[src/rtl/systolic_ctrl.sv]
// systolic_ctrl: sequences weight loading, data streaming and pipeline drain for an N x N systolic MAC array.
// Handshake and step outputs are decoded from the registered state and the current-cycle inputs.
module systolic_ctrl #(
    parameter int N     = 4,
    parameter int LEN_W = 8
) (
    input  logic             clk,
    input  logic             rst_n,
    input  logic             start_i,
    input  logic [LEN_W-1:0] len_i,
    input  logic             keep_w_i,
    input  logic             halt_i,
    input  logic             w_valid_i,
    output logic             w_ready_o,
    output logic [N-1:0]     wr_weight_v_o,
    input  logic             d_valid_i,
    output logic             d_ready_o,
    output logic             step_o,
    output logic             flush_o,
    output logic             res_valid_o,
    output logic             busy_o,
    output logic             done_o
);
    localparam int RW = $clog2(N);
    localparam int KW = $clog2((1 << LEN_W) + 2 * N);

    typedef enum logic [2:0] {IDLE, LOAD_W, COMPUTE, DRAIN, DONE} state_t;

    state_t           state_q, state_d;
    logic [RW-1:0]    row_cnt_q, row_cnt_d;
    logic [LEN_W-1:0] len_q, len_d;
    logic [LEN_W-1:0] data_cnt_q, data_cnt_d;
    logic [KW-1:0]    k_q, k_d;
    logic             w_acc;
    logic             last_k;

    always_comb begin
        w_ready_o     = (state_q == LOAD_W) && !halt_i;
        w_acc         = w_ready_o && w_valid_i;
        wr_weight_v_o = w_acc ? N'(1) << row_cnt_q : '0;
        // a zero-length job never accepts data, so no step can leak out of COMPUTE
        d_ready_o     = (state_q == COMPUTE) && !halt_i && (len_q != '0);
        flush_o       = (state_q == DRAIN);
        step_o        = (d_ready_o && d_valid_i) || (flush_o && !halt_i);
        last_k        = k_q == KW'(len_q) + KW'(2 * N - 2);
        res_valid_o   = step_o && (k_q >= KW'(2 * N - 1)) && (k_q <= KW'(len_q) + KW'(2 * N - 2));
        busy_o        = (state_q != IDLE);
        done_o        = (state_q == DONE);
        state_d       = state_q;
        len_d         = len_q;
        row_cnt_d     = w_acc ? row_cnt_q + RW'(1) : row_cnt_q;
        data_cnt_d    = (state_q == COMPUTE && step_o) ? data_cnt_q + LEN_W'(1) : data_cnt_q;
        k_d           = step_o ? k_q + KW'(1) : k_q;
        case (state_q)
            IDLE: if (start_i && !halt_i) begin
                state_d    = keep_w_i ? COMPUTE : LOAD_W;
                len_d      = len_i;
                row_cnt_d  = '0;
                data_cnt_d = '0;
                k_d        = '0;
            end
            LOAD_W:  if (w_acc && row_cnt_q == RW'(N - 1)) state_d = COMPUTE;
            COMPUTE: if (len_q == '0 && !halt_i) state_d = DONE;
                     else if (step_o && data_cnt_q + LEN_W'(1) == len_q) state_d = DRAIN;
            DRAIN:   if (step_o && last_k) state_d = DONE;
            DONE:    state_d = IDLE;
            default: state_d = IDLE;
        endcase
    end

    always_ff @(posedge clk or negedge rst_n) begin
        if (!rst_n) begin
            state_q    <= IDLE;
            row_cnt_q  <= '0;
            len_q      <= '0;
            data_cnt_q <= '0;
            k_q        <= '0;
        end else begin
            state_q    <= state_d;
            row_cnt_q  <= row_cnt_d;
            len_q      <= len_d;
            data_cnt_q <= data_cnt_d;
            k_q        <= k_d;
        end
    end
endmodule

[config.mk]
export PLATFORM = sky130hd
export DESIGN_NAME = systolic_ctrl
export DESIGN_NICKNAME = d
export VERILOG_FILES = /design/src/rtl/systolic_ctrl.sv
export SDC_FILE = /design/constraint.sdc
export NUM_CORES = 1
export LEC_CHECK = 0
export CORE_AREA = 2 2 65 67
export DETAILED_ROUTE_END_ITERATION = 12
export DIE_AREA = 0 0 67 69
export PLACE_DENSITY = 0.77
export SLEW_MARGIN = 0
export SYNTH_ARGS = -nofsm -noshare
export SYNTH_HDL_FRONTEND = slang
export SYNTH_SLANG_ARGS = --single-unit
[constraint.sdc]
create_clock -name clk -period 2.3 [get_ports clk]
set_input_delay 0.23 -clock clk [delete_from_list [all_inputs] [get_ports clk]]
set_output_delay 0.23 -clock clk [all_outputs]
set_load 0.02 [all_outputs]
==> impl_metrics.toml <==
[synthesis]
synth-warning-count = 0
post_synthesis_instance_area_um2 = 2070
yosys_cell_types = 37
syn-instance-count = 226
synth_enable_flop_cells = 0
synth-seq-area-share = 0.362
synth_flop_cell = "sky130_fd_sc_hd__dfrtp_1"
mappedNetlistNets = 257
syn-mean-instance-area_um2 = 9.17
yosys_register_bits = 30
asyncSetResetFlopFracSynth = 1.00

[pwr]
power_frac_clock = 0.161
combinationalPowerShare = 0.571
total_power_w = 0.00311
sequentialPowerShare = 0.268
switching_share = 0.409
static-leakage-power_nw = 1.41
p_sw_w = 0.00127
irDropWorstVdd_v = 0.000667
cell_internal_pwr_w = 0.00184
p_per_area_nw_per_um2 = 1080

[clocking]
tritoncts = "done"
cts.sinks = 30
clock_pin_slew_of_the_registers_on_the_worst_case_setup_and_hold_paths_ps = 70
ctsHtreeMaxLevel = 2
root_buffer = "sky130_fd_sc_hd__clkbuf_8"
tritoncts.num_buffers = 5
clkLatencyLatePin_ps = 280
clock_path_buffers = 2

[route]
ant_nets_after_route = 0
post_drt_via_cell_ratio = 5.57
drtIter0Drc = 75
detailed_route_drc_error_count = 0
routed_wire_length_per_instance_um = 15.3
wirelength_um = 5190
vias = 1887
detail_route.first_pass.iterations = 4

[sta]
final_critical_path_setup_slack_ps = -202
hold_violations = 0
finalCritPeriodShare = 1.09
finalMaxSlewViolations = 0
timing_worst_slew_pin_value_ps = 552
setup_violations = 2
clock.fmax_ghz = 0.400
max-slew-margin-rel = 0.630
minimum_clock_period_after_layout_ps = 2500
rsz0062_at_grt = "yes"
skew_ps = 4.37
finalHoldWorstSlack_ps = 328

[worst_setup_path]
worstPathMaxFanout = 3
timing.setup.critical_path_class = "register to output pin"
r2r_start = "len_q[1]$_DFFE_PN0P_"
worstSetupStartpoint = "len_q[1]$_DFFE_PN0P_"
r2r_setup_slack_ps = 40
worst_ep_required_time_ps = 2070
worst_setup_path_endpoint = "res_valid_o"
worstRegToRegCells = 12
critical_path.startpoint_type = "register"
endpoint_of_the_lowest_slack_register_to_register_path = "state_q[2]$_DFFE_PN0P_"
timing.critical_path.to_type = "output pin"
arrival_ps = 2270

[outcome]
run_status = "complete, but fails checks"
failing_checks = "negative setup slack"

[grt]
first_global_vias = 1793
grt_util_all_layers = 0.233
grt.overflow.total = 0
largest_net_degree_at_the_start_of_global_routing = 31
first_pass_grt_wire_length_um = 8280
antenna_found_initial = 0

[floorplan]
die_outline_area_um2 = 4620
design.core.area_um2 = 3910
dieWidth_um = 67
die_height_um = 69
core.rowCount = 23
design.portCount = 26
floorplan.initialDensity = 0.530

[placed_design]
cells_after_dpl = 325
dpl.hpwl_um = 3600
routabilityCongestion = 0.864
port_buffers = 25

[layout]
layout.nets = 319
layout.cells.most_common = "sky130_fd_sc_hd__buf_4"
layout.cells.non_filler = 339
layout_common_cells = "sky130_fd_sc_hd__buf_4 (37), sky130_fd_sc_hd__dfrtp_1 (29), sky130_fd_sc_hd__nor2_1 (21), sky130_fd_sc_hd__nand2_1 (20), sky130_fd_sc_hd__clkdlybuf4s50_1 (18)"
antenna_fix_cells = 0
drive_above_1_share = 0.287
area_delta_synth_final_pct = 39.4

[flow_run]
max_cap_violations = 0

[hold_path]
worst_hold_path_type = "input pin to asynchronous set/reset pin"
routing by layer:
| layer | vias up | routed length (µm) | track usage |
|---|---|---|---|
| met1 | 915 | 2240 | 0.307 |
| met4 | 0 | 57 | 0.0771 |
| li1 | 909 | - | - |
| met3 | 6 | 296 | 0.0620 |
| met2 | 57 | 2600 | 0.366 |
| met5 | - | 0 | 0 |
synthesized netlist by cell type, drive strengths merged, types with 2 or more instances:
library cell	count	area share
and4	2	0.0091
mux2	5	0.027
nor2b	3	0.0091
and3	11	0.033
nand2	21	0.038
nand3	7	0.017
nand2b	3	0.0091
nor4	2	0.013
ha	16	0.097
o21ai	7	0.017
inv	11	0.020
nor3	5	0.012
or2	2	0.0060
nor2	24	0.043
clkbuf	5	0.0091
dfrtp	30	0.36
xnor2	13	0.055
a31oi	3	0.0091
a2111oi	2	0.0085
nand4	7	0.021
nor4b	3	0.020
buf	3	0.010
a21oi	9	0.022
mux2i	3	0.014
and2	6	0.019
xor2	17	0.072
cell type report:
class / count / area (µm²)
fill: 296 / 1020
clock buffer: 8 / 110
tap: 50 / 62.6
timing repair buffer: 63 / 547
inverter: 11 / 41.3
multi-input combinational: 177 / 1380
sequential: 30 / 752
power by group through the flow:
stage               registers, W  clock network [W]  logic (W)
floorplan               0.000805                  0   0.000911
global placement        0.000808                  0    0.00145
detailed placement      0.000815                  0    0.00150
CTS                     0.000817           0.000511    0.00164
global route            0.000851           0.000539    0.00194
finish                  0.000834           0.000500    0.00178
timing repair:
item                       in CTS  in global routing
pin swaps                      11                 14
hold buffers                    0                  0
buffers inserted                3                  4
gates resized for setup        29                 24
gates cloned                    0                  0
setup endpoints to repair       8                 12
worst min path at each step:
stage	from	slack, ps	to	depth (start not counted)
final	rst_n	330	data_cnt_q[5]$_DFF_PN0_	2
after global routing	rst_n	370	data_cnt_q[5]$_DFF_PN0_	2
after CTS	rst_n	340	data_cnt_q[5]$_DFF_PN0_	2
after detailed placement	state_q[2]$_DFFE_PN0P_	530	state_q[1]$_DFFE_PN0P_	1
after global placement	state_q[2]$_DFFE_PN0P_	520	state_q[1]$_DFFE_PN0P_	1
after floorplan	rst_n	-70	data_cnt_q[0]$_DFF_PN0_	0
per-stage QoR:
step	instance area, µm²	setup TNS [ps]	util	worst slack (ps)
6_report	2890	-212	0.738	-202
5_1_grt	2890	-637	0.738	-298
4_1_cts	2790	-242	0.713	-242
3_5_place_dp	2590	-934	0.662	-568
3_3_place_gp	2590	-499	0.662	-445
2_1_floorplan	2080	0	-	58.6
worst max-delay path: stages (launching register included):
cell	delay, ps
sky130_fd_sc_hd__dfrtp_1	390
sky130_fd_sc_hd__inv_2	70
sky130_fd_sc_hd__ha_4	170
sky130_fd_sc_hd__nor2_2	100
sky130_fd_sc_hd__xnor2_1	130
sky130_fd_sc_hd__ha_1	260
sky130_fd_sc_hd__a21oi_1	160
sky130_fd_sc_hd__nor2b_1	70
sky130_fd_sc_hd__a2111oi_2	200
sky130_fd_sc_hd__o21ai_1	130
sky130_fd_sc_hd__a21oi_2	150
sky130_fd_sc_hd__buf_4	150
cell families after synthesis:
logic type / count (synthesis) / synth area share
and+or+nand+nor: 98 / 0.258
xor gates and xnor gates: 30 / 0.127
DFF: 30 / 0.362
AOI/OAI and AO/OA: 25 / 0.0754
buffers and inverters: 19 / 0.0392
adders and majority gates: 16 / 0.0966
muxes: 8 / 0.0416
state kept, by name, indices dropped and copies added (netlist names):
register,cells
state_q,3
row_cnt_q,2
k_q,9
data_cnt_q,8
len_q,8
(Power assumes the default switching activity.)
